File: src/rtl/fetch_pkg.sv
// Shared types and default sizes for the instruction fetch front end.
package fetch_pkg;

    localparam int unsigned DEFAULT_ADDR_W = 27;
    localparam int unsigned DEFAULT_INST_W = 32;
    localparam int unsigned DEFAULT_DEPTH  = 4;

    typedef enum logic [1:0] {
        IDLE,
        REQ,
        FLUSH_WAIT
    } fetch_state_t;

    // Prefetch queue entry: instruction tagged with its fetch address
    typedef struct packed {
        logic [DEFAULT_ADDR_W-1:0] pc;
        logic [DEFAULT_INST_W-1:0] inst;
    } queue_entry_t;

endpackage

File: src/rtl/inst_fetch_unit_if.sv
// Redirect, flash read handshake and IF/ID delivery signals of the fetch unit.
interface inst_fetch_unit_if #(
    parameter int unsigned ADDR_W = fetch_pkg::DEFAULT_ADDR_W,
    parameter int unsigned INST_W = fetch_pkg::DEFAULT_INST_W
);
    logic              redirect_valid;
    logic [ADDR_W-1:0] redirect_addr;
    logic              flash_req;
    logic [ADDR_W-1:0] flash_addr;
    logic              flash_ack;
    logic [INST_W-1:0] flash_data;
    logic              inst_valid;
    logic [INST_W-1:0] inst_out;
    logic [ADDR_W-1:0] inst_pc;
    logic              inst_ready;

    modport master (
        input  redirect_valid, redirect_addr, flash_ack, flash_data, inst_ready,
        output flash_req, flash_addr, inst_valid, inst_out, inst_pc
    );

    modport slave (
        output redirect_valid, redirect_addr, flash_ack, flash_data, inst_ready,
        input  flash_req, flash_addr, inst_valid, inst_out, inst_pc
    );
endinterface

File: src/rtl/fetch_queue.sv
// Small synchronous FIFO holding prefetched instructions; flush empties it in one cycle.
module fetch_queue #(
    parameter int unsigned WIDTH = 59,
    parameter int unsigned DEPTH = 4
) (
    input  logic                       clock,
    input  logic                       reset,
    input  logic                       push,
    input  logic                       pop,
    input  logic                       flush,
    input  logic [WIDTH-1:0]           push_data,
    output logic                       full,
    output logic                       empty,
    output logic [$clog2(DEPTH+1)-1:0] count,
    output logic [WIDTH-1:0]           head
);
    localparam int unsigned PTR_W = $clog2(DEPTH);
    localparam int unsigned CNT_W = $clog2(DEPTH + 1);

    logic [WIDTH-1:0] mem [DEPTH];
    logic [PTR_W-1:0] wr_ptr;
    logic [PTR_W-1:0] rd_ptr;

    assign full  = (count == CNT_W'(DEPTH));
    assign empty = (count == '0);
    assign head  = mem[rd_ptr];

    // Storage is cleared on reset so the head never reads X
    always_ff @(posedge clock) begin
        if (reset) begin
            for (int i = 0; i < int'(DEPTH); i++) begin
                mem[i] <= '0;
            end
            wr_ptr <= '0;
            rd_ptr <= '0;
            count  <= '0;
        end else if (flush) begin
            wr_ptr <= '0;
            rd_ptr <= '0;
            count  <= '0;
        end else begin
            if (push) begin
                mem[wr_ptr] <= push_data;
                wr_ptr      <= wr_ptr + PTR_W'(1);
            end
            if (pop) begin
                rd_ptr <= rd_ptr + PTR_W'(1);
            end
            if (push && !pop) begin
                count <= count + CNT_W'(1);
            end else if (!push && pop) begin
                count <= count - CNT_W'(1);
            end
        end
    end

endmodule

File: src/rtl/inst_fetch_unit.sv
// Instruction fetch front end: owns fetch_pc, issues flash word reads and
// buffers returned instructions (tagged with their address) toward IF/ID.
module inst_fetch_unit
    import fetch_pkg::*;
#(
    parameter int unsigned       ADDR_W     = DEFAULT_ADDR_W,
    parameter int unsigned       INST_W     = DEFAULT_INST_W,
    parameter int unsigned       DEPTH      = DEFAULT_DEPTH,
    parameter logic [ADDR_W-1:0] RESET_ADDR = '0
) (
    input  logic              clock,
    input  logic              reset,
    inst_fetch_unit_if.master bus
);
    localparam int unsigned CNT_W = $clog2(DEPTH + 1);

    typedef struct packed {
        logic [ADDR_W-1:0] pc;
        logic [INST_W-1:0] inst;
    } entry_t;

    fetch_state_t      state_q, state_d;
    logic [ADDR_W-1:0] fetch_pc_q, fetch_pc_d;
    logic [ADDR_W-1:0] flash_addr_q, flash_addr_d;
    logic              flash_req_q, flash_req_d;

    logic              push;
    logic              pop;
    logic              full;
    logic              empty;
    logic [CNT_W-1:0]  count;
    logic [CNT_W:0]    count_after;
    entry_t            push_entry;
    entry_t            head;

    // A redirect hides the head and empties the queue in the same cycle
    assign pop            = !empty && bus.inst_ready && !bus.redirect_valid;
    assign bus.inst_valid = !empty && !bus.redirect_valid;
    assign bus.inst_out   = head.inst;
    assign bus.inst_pc    = head.pc;
    assign bus.flash_req  = flash_req_q;
    assign bus.flash_addr = flash_addr_q;

    fetch_queue #(
        .WIDTH ($bits(entry_t)),
        .DEPTH (DEPTH)
    ) u_queue (
        .clock     (clock),
        .reset     (reset),
        .push      (push),
        .pop       (pop),
        .flush     (bus.redirect_valid),
        .push_data (push_entry),
        .full      (full),
        .empty     (empty),
        .count     (count),
        .head      (head)
    );

    always_ff @(posedge clock) begin
        if (reset) begin
            state_q      <= IDLE;
            fetch_pc_q   <= RESET_ADDR;
            flash_req_q  <= 1'b0;
            flash_addr_q <= '0;
        end else begin
            state_q      <= state_d;
            fetch_pc_q   <= fetch_pc_d;
            flash_req_q  <= flash_req_d;
            flash_addr_q <= flash_addr_d;
        end
    end

    // Next-state: a request, once raised, is only dropped after its ack
    always_comb begin
        state_d         = state_q;
        fetch_pc_d      = fetch_pc_q;
        flash_req_d     = flash_req_q;
        flash_addr_d    = flash_addr_q;
        push            = 1'b0;
        push_entry.pc   = fetch_pc_q;
        push_entry.inst = bus.flash_data;
        count_after     = (CNT_W + 1)'(count) + (CNT_W + 1)'(1) - (CNT_W + 1)'(pop);

        unique case (state_q)
            IDLE: begin
                if (bus.redirect_valid) begin
                    fetch_pc_d = bus.redirect_addr;
                end else if (!full) begin
                    flash_req_d  = 1'b1;
                    flash_addr_d = fetch_pc_q;
                    state_d      = REQ;
                end
            end
            REQ: begin
                if (bus.redirect_valid) begin
                    fetch_pc_d = bus.redirect_addr;
                    if (bus.flash_ack) begin
                        flash_req_d = 1'b0;
                        state_d     = IDLE;
                    end else begin
                        state_d = FLUSH_WAIT;
                    end
                end else if (bus.flash_ack) begin
                    push       = 1'b1;
                    fetch_pc_d = fetch_pc_q + ADDR_W'(1);
                    if (count_after < (CNT_W + 1)'(DEPTH)) begin
                        flash_addr_d = fetch_pc_q + ADDR_W'(1);
                    end else begin
                        flash_req_d = 1'b0;
                        state_d     = IDLE;
                    end
                end
            end
            FLUSH_WAIT: begin
                if (bus.redirect_valid) begin
                    fetch_pc_d = bus.redirect_addr;
                end
                if (bus.flash_ack) begin
                    flash_req_d = 1'b0;
                    state_d     = IDLE;
                end
            end
            default: begin
                state_d     = IDLE;
                flash_req_d = 1'b0;
            end
        endcase
    end

endmodule

File: src/flat_wrapper.sv
// flat-port wrapper written by rule: the top's interface ports become plain ports
module inst_fetch_unit_flat import fetch_pkg::*;
#(
    parameter int unsigned       ADDR_W     = DEFAULT_ADDR_W,
    parameter int unsigned       INST_W     = DEFAULT_INST_W,
    parameter int unsigned       DEPTH      = DEFAULT_DEPTH,
    parameter logic [ADDR_W-1:0] RESET_ADDR = '0
)
  (clock, reset, bus_redirect_valid, bus_redirect_addr, bus_flash_ack, bus_flash_data, bus_inst_ready, bus_flash_req, bus_flash_addr, bus_inst_valid, bus_inst_out, bus_inst_pc);
  inst_fetch_unit_if #(.ADDR_W(ADDR_W), .INST_W(INST_W)) bus_i ();
  input  logic clock;
  input  logic reset;
  input wire logic [$bits(bus_i.redirect_valid)-1:0] bus_redirect_valid;
  input wire logic [$bits(bus_i.redirect_addr)-1:0] bus_redirect_addr;
  input wire logic [$bits(bus_i.flash_ack)-1:0] bus_flash_ack;
  input wire logic [$bits(bus_i.flash_data)-1:0] bus_flash_data;
  input wire logic [$bits(bus_i.inst_ready)-1:0] bus_inst_ready;
  output wire logic [$bits(bus_i.flash_req)-1:0] bus_flash_req;
  output wire logic [$bits(bus_i.flash_addr)-1:0] bus_flash_addr;
  output wire logic [$bits(bus_i.inst_valid)-1:0] bus_inst_valid;
  output wire logic [$bits(bus_i.inst_out)-1:0] bus_inst_out;
  output wire logic [$bits(bus_i.inst_pc)-1:0] bus_inst_pc;
  assign bus_i.redirect_valid = bus_redirect_valid;
  assign bus_i.redirect_addr = bus_redirect_addr;
  assign bus_i.flash_ack = bus_flash_ack;
  assign bus_i.flash_data = bus_flash_data;
  assign bus_i.inst_ready = bus_inst_ready;
  assign bus_flash_req = bus_i.flash_req;
  assign bus_flash_addr = bus_i.flash_addr;
  assign bus_inst_valid = bus_i.inst_valid;
  assign bus_inst_out = bus_i.inst_out;
  assign bus_inst_pc = bus_i.inst_pc;
  inst_fetch_unit #(.ADDR_W(ADDR_W), .INST_W(INST_W), .DEPTH(DEPTH), .RESET_ADDR(RESET_ADDR)) u_core (.clock(clock), .reset(reset), .bus(bus_i));
endmodule
File: config.mk
export PLATFORM = sky130hd
export DESIGN_NAME = inst_fetch_unit_flat
export DESIGN_NICKNAME = d
export VERILOG_FILES = /design/src/rtl/fetch_pkg.sv /design/src/rtl/inst_fetch_unit_if.sv /design/src/rtl/fetch_queue.sv /design/src/rtl/inst_fetch_unit.sv /design/src/flat_wrapper.sv
export SDC_FILE = /design/constraint.sdc
export NUM_CORES = 1
export LEC_CHECK = 0
export BUFFER_PORTS_ARGS = -buffer_cell sky130_fd_sc_hd__buf_2
export CORE_MARGIN = 5
export CORE_UTILIZATION = 45
export CTS_CLUSTER_SIZE = 28
export DETAILED_ROUTE_END_ITERATION = 6
export PLACE_DENSITY_LB_ADDON = 0.08
export SLEW_MARGIN = 10
export SYNTH_ARGS = -nofsm -noshare
export SYNTH_HDL_FRONTEND = slang
export SYNTH_HIERARCHICAL = 1
export SYNTH_SLANG_ARGS = --single-unit
File: constraint.sdc
create_clock -name clock -period 3.5 [get_ports clock]
set_input_delay 0 -clock clock [delete_from_list [all_inputs] [get_ports clock]]
set_output_delay 0 -clock clock [all_outputs]
set_load 0.01 [all_outputs]
; ---- Word-level counts from Yosys, hierarchy flattened
; Memories as Yosys holds them, arrays and structs flattened. A register that Yosys moved wholly into a read port is not among the register bits.
; Cells that the tools add are included.
[totals]
ff_bits = 64
ram_bits = 236
inputBits = 64
output_inout_bits = 88
mem_count = 1
[op_classes]
addsub = 7
n_lt_le_gt_ge = 1
n_eq_ne = 12
n_mux = 41
n_reduce_logical = 21
[mem_list]
columns = memory, depth, width, read_ports, rd_clocked_by_memory_dff, write_ports, line_no
row1 = u_core.u_queue.mem, 4, 59, 1, 1, 4, fetch_queue.sv:20  ; logic [WIDTH-1:0] mem [DEPTH];
[op_table]
columns = cell, n
row1 = two-way mux 27 bit, 8
row2 = case mux 27 bit (2 select lines), 2
row3 = two-way mux 59 bit, 1
row4 = OR reduction 59 bit, 1
row5 = "adder 27 x 1 -> 27 bit, second input constant", 1
row6 = two-way mux 2 bit, 10
row7 = two-way mux 1 bit, 16
row8 = "!= test 2 bit, second input constant", 5
row9 = two-way mux 3 bit, 2
row10 = "!= test 3 bit, second input constant", 2
row11 = case mux 2 bit (3 select lines), 1
row12 = AND reduction 6 bit, 1
row13 = nonzero test 2 bit, 3
row14 = logical AND 1 bit, 5
row15 = AND reduction 5 bit, 1
row16 = "adder 2 x 1 -> 2 bit, second input constant", 2
row17 = "adder 3 x 1 -> 4 bit, second input constant", 1
row18 = zero test 1 bit, 4
row19 = "less-than comparator 4 x 3 -> 1 bit, second input constant", 1
row20 = "!= test 2 x 1 -> 1 bit, second input constant", 2
row21 = AND reduction 4 bit, 1
row22 = OR reduction 2 bit, 2
row23 = subtractor 4 x 1 -> 4 bit, 1
row24 = "adder 3 x 1 -> 3 bit, second input constant", 1
row25 = other kinds (8), 8

; ---- Longest topological paths before layout
[logic_depth]
ltp_word = 10
mapped_depth = 10
depth_no_buf = 9

; ---- Hierarchy
; Netlist, hierarchy kept.
[by_module_without_submodules]
columns = mod, instances, cells_each, area_per_inst_um2
row1 = fetch_queue, 1, 683, 10336.2
row2 = inst_fetch_unit, 1, 436, 3365.7

; ---- Worst setup path after synthesis
; No wires, ideal clock.
[synth_timing]
kind = register -> register
startpoint = register u_core.state_q[0]
endpoint = memory u_core.u_queue.mem[1][0] (enable)
arrival_time_ps = 2681
setup_slack_ps = 392
path_stages_with_launch = 8
synth_period_minus_slack_ps = 3108
cell_sequence = dfxtp_1 -> nor2b_1 -> clkbuf_1 -> nand3b_1 -> inv_1 -> and2b_1 -> nand2_1 -> nand2b_1
[synth_rtl]
columns = element, line_no
row1 = "start, declared", inst_fetch_unit.sv:22  ; fetch_state_t state_q, state_d;
row2 = "start signal, assigned", inst_fetch_unit.sv:67  ; state_q <= state_d;
row3 = "end, declared", fetch_queue.sv:20

; ---- Worst setup path in the final report
[layout_timing]
startpoint = register u_core.state_q[0]
endpoint = register u_core.u_queue.count[2]
[layout_via]
elab_chain_cells = 5
word_cells_on_any_way = 7
cone_classes = 1 x eq/ne / 2 x mux / 4 x reduce/logical
[layout_lines]
columns = element, line_no
row1 = equality test 2 x 1 -> 1 bit (*), inst_fetch_unit.sv:85  ; unique case (state_q)
row2 = two-way mux 1 bit (*), inst_fetch_unit.sv:85
row3 = via u_core.push, inst_fetch_unit.sv:27  ; logic push;
row4 = zero test 1 bit, fetch_queue.sv:51  ; end else if (!push && pop) begin
row5 = logical AND 1 bit, fetch_queue.sv:51
row6 = nonzero test 2 bit (no line), --
row7 = "end signal, assigned", fetch_queue.sv:50  ; count <= count + CNT_W'(1);
row8 = "end signal, assigned", fetch_queue.sv:52  ; count <= count - CNT_W'(1);
row9 = "end, declared", fetch_queue.sv:14  ; output logic [$clog2(DEPTH+1)-1:0] count,
; Mark *: on every way through the listed nets, which the timed path passes. The rest lies on a longest branch.
; A chain may end at the register's enable or synchronous reset.

==> impl_metrics.yaml <==
yosys:
  synth_area_um2: 13700
  syn_nets: 1186
  synth-edff-count: 236
  synth_cells: 1119
  synth.largest_area_cell: "edfxtp_1"
  synth-simple-area-share_pct: 16.47
  synth_cell_type_count: 69
  synth_top_family_by_area: "simple AND/OR/NAND/NOR gates"
  synthTopCellsByArea: "edfxtp_1 52%, mux4_2 9.7%, dfxtp_1 9.6%"
  ys.flop_type: "edfxtp_1"
  ys_ff_latch: 302
  synth_compound_area_share_pct: 6.602
  synth.most_common_cell: "nor2_1"
  synth.avg_cell_area_um2: 12.24
  synth_mux_area_share_pct: 10.01
  synthXorXnorAreaFrac_pct: 2.045
  synth_commonest_cells: "286 x nor2_1, 236 x edfxtp_1, 67 x nand2b_1"
  synthAdderAreaFrac_pct: 0.3287
  synth_top_area_share_pct: 51.72
  yosysSeqAreaShare_pct: 61.36
  synthArstFlopShare_pct: 0
  yosys_warnings: 6
die:
  core-area_um2: 29870
  ios: 152
  num_rows: 63
  fp.dieW_um: 184.5
  die_h_um: 184.5
  start_util_pct: 45.86
  dieArea_um2: 34040
place:
  place_ws_ns: 0.8390
  place_hpwl_um: 20010
  place.gp.congestion: 0.8575
  port_buffers: 151
grt:
  grt_max_degree: 60
  grt_pass1_vias: 9566
  grt_pass1_wl_um: 53300
  overflow: 0
  grt_use_total_pct: 19.74
  antenna_found_initial: 0
critical_path:
  path_class: "register to register"
  cpMostUsedCell: "inv_1"
  required_ns: 3.93
  endpoint_kind: "register"
  worstPathArrival_ns: 3.11
  path_cells: "nor2b_1 -> buf_4 -> nand3b_1 -> inv_1 -> ha_1 -> inv_1 -> fa_1 -> xor2_1 -> or3_1 -> a21oi_1"
  path_buf_inv: 3
  critPathTopFamily: "simple AND/OR/NAND/NOR gates"
  crit_cells: 10
  worst_r2r_path_depth: 10
  max_stage_delay_ns: 0.56
  start_kind: "register"
  crit_fanout: 15
  critPathSlowestCell: "dfxtp_1"
route:
  wl_um: 33610
  postRouteAntennaNets: 0
  route.detailed.drc: 0
  drt_pre_antenna_iters: 5
  via_count: 9384
  first_iter_violations: 753
  drt-vias-per-instance: 5.465
  wl_per_cell_um: 19.57
sta:
  hold_violations: 0
  fin_tns_setup_ns: 0
  setup_viol: 0
  fin_crit_ns: 2.681
  rsz0062_at_grt: "false"
  drv_slew: 0
  period_share_pct: 76.61
  slew_headroom_pct: 26.34
  setup_slack_ns: 0.8188
  fmax_mhz: 373.0
  skew_ns: 0.01899
  tightest_slew_ns: 1.105
finish:
  diodes: 0
  multiInputGateArea_um2: 4910
  post-route-util_pct: 55.28
  fill_cells: 2589
  fin_nets: 1370
  register_area_um2: 8413
  final_layout_size_suffix_gt1_share_pct: 22.83
  area_growth_pct: 20.53
job:
  cap_violations: 0
worst_hold_path:
  hold_depth: 4
  hold_path.class: "input port to register"
cts:
  clk_pin_slew_ns: 0.06
  cts_buffer_depth: 3
  cts_tree: "yes"
  cts_setup_buffers: 0
  cts_buffers: 34
  clk-insertion-delay-late_ns: 0.51
  clkSinkCount: 302
  htreeDepth: 2
  clock-root-buffer: "clkbuf_16"
  postCtsResizedCells: 0
  ctsHoldBuffers: 60
power:
  vdd_drop_max_mv: 0.3072
  p_per_area_nw_per_um2: 491.9
  leakagePower_nw: 5.876
outcome:
  status: "completed"
-- layout by cell type, fill, tap and decap left out, drive strengths merged, types with 6 or more instances in the layout --
cell | netlist | layout
nor2 | 287 | 287
edfxtp | 236 | 236
buf | 27 | 174
nand2b | 67 | 67
dfxtp | 66 | 66
dlygate4sd3 | 0 | 60
mux4 | 59 | 59
nand2 | 50 | 50
clkbuf | 59 | 43
a21oi | 34 | 34
o21ai | 34 | 34
nand3 | 20 | 20
xor2 | 16 | 16
xnor2 | 16 | 16
clkinv | 0 | 15
nand4 | 13 | 13
nor3 | 11 | 11
nor4 | 10 | 10
a211oi | 9 | 9
and2 | 8 | 8
inv | 6 | 6
a31oi | 6 | 6
or3 | 6 | 6
-- worst reg2reg max path: cells and delay by family, from the launching register on --
family                   cells  cell delay (ns)
adder cells (fa/ha/maj)      2             0.60
buffers and inverters        3             0.55
AND/OR/NAND/NOR              3             0.60
AO/OA/AOI/OAI                1             0.14
XOR/XNOR                     1             0.16
flip-flops                   1             0.56
-- cells by family (layout without fill, tap and decap cells) --
kind of cell / Yosys count / in the layout
and+or+nand+nor: 491 / 491
DFF: 302 / 302
AOI/OAI and AO/OA: 136 / 136
buffers and inverters: 92 / 300
muxes: 63 / 63
xor gates and xnor gates: 32 / 32
adders and majority gates: 3 / 3
-- path summary, 6_finish.rpt --
path | startpoint | endpoint | slack, ns
max | u_core/state_q[0] | u_core/u_queue/count[2] | 0.82
min reg2reg | u_core/bus.flash_req | u_core/bus.flash_req | 0.47
min | bus_redirect_addr[13] | u_core/fetch_pc_q[13] | 0.02
max reg2reg | u_core/state_q[0] | u_core/u_queue/count[2] | 0.82
-- metal layers --
metal | wire length, µm | global-route usage [%] | vias to the layer above
met3 | 1846 | 2.842 | 58
met5 | 0 | 0 | -
met1 | 14830 | 27.97 | 4600
met2 | 16200 | 32.46 | 298
met4 | 728 | 4.851 | 0
li1 | - | - | 4428
-- metrics by stage --
stage	power, mW	hold slack, ns	instance area [µm²]	std cells
after floorplan	4.544	0.1626	13700	1119
after global placement	4.798	0.2831	14850	1597
after detailed placement	4.803	0.2915	14850	1597
after CTS	8.231	0.009876	16510	1717
after global routing	8.460	0.07063	16510	1717
final	8.123	0.02377	16510	1717
-- flip-flops by register name, indices dropped and copies added (netlist names), named ones only --
register / flops
u_core/fetch_pc_q: 27
u_core/u_queue/mem: 236
u_core/bus.flash_addr: 27
u_core/state_q: 2
u_core/u_queue/rd_ptr: 2
u_core/bus.flash_req: 1
u_core/u_queue/wr_ptr: 2
u_core/u_queue/count: 3
-- where the power goes --
| group | internal, mW | switching (mW) |
|---|---|---|
| logic | 0.283 | 0.374 |
| clock network | 1.98 | 1.37 |
| registers | 4.01 | 0.106 |
| total | 6.27 | 1.85 |
-- layout make-up --
class,count,share of cell area [%]
tap,390,2.955
clock buffer,43,5.675
multi-input combinational,725,29.73
clock inverter,17,0.7728
sequential,302,50.94
inverter,6,0.1364
timing repair buffer,234,9.789
(Power assumes the default switching activity.)
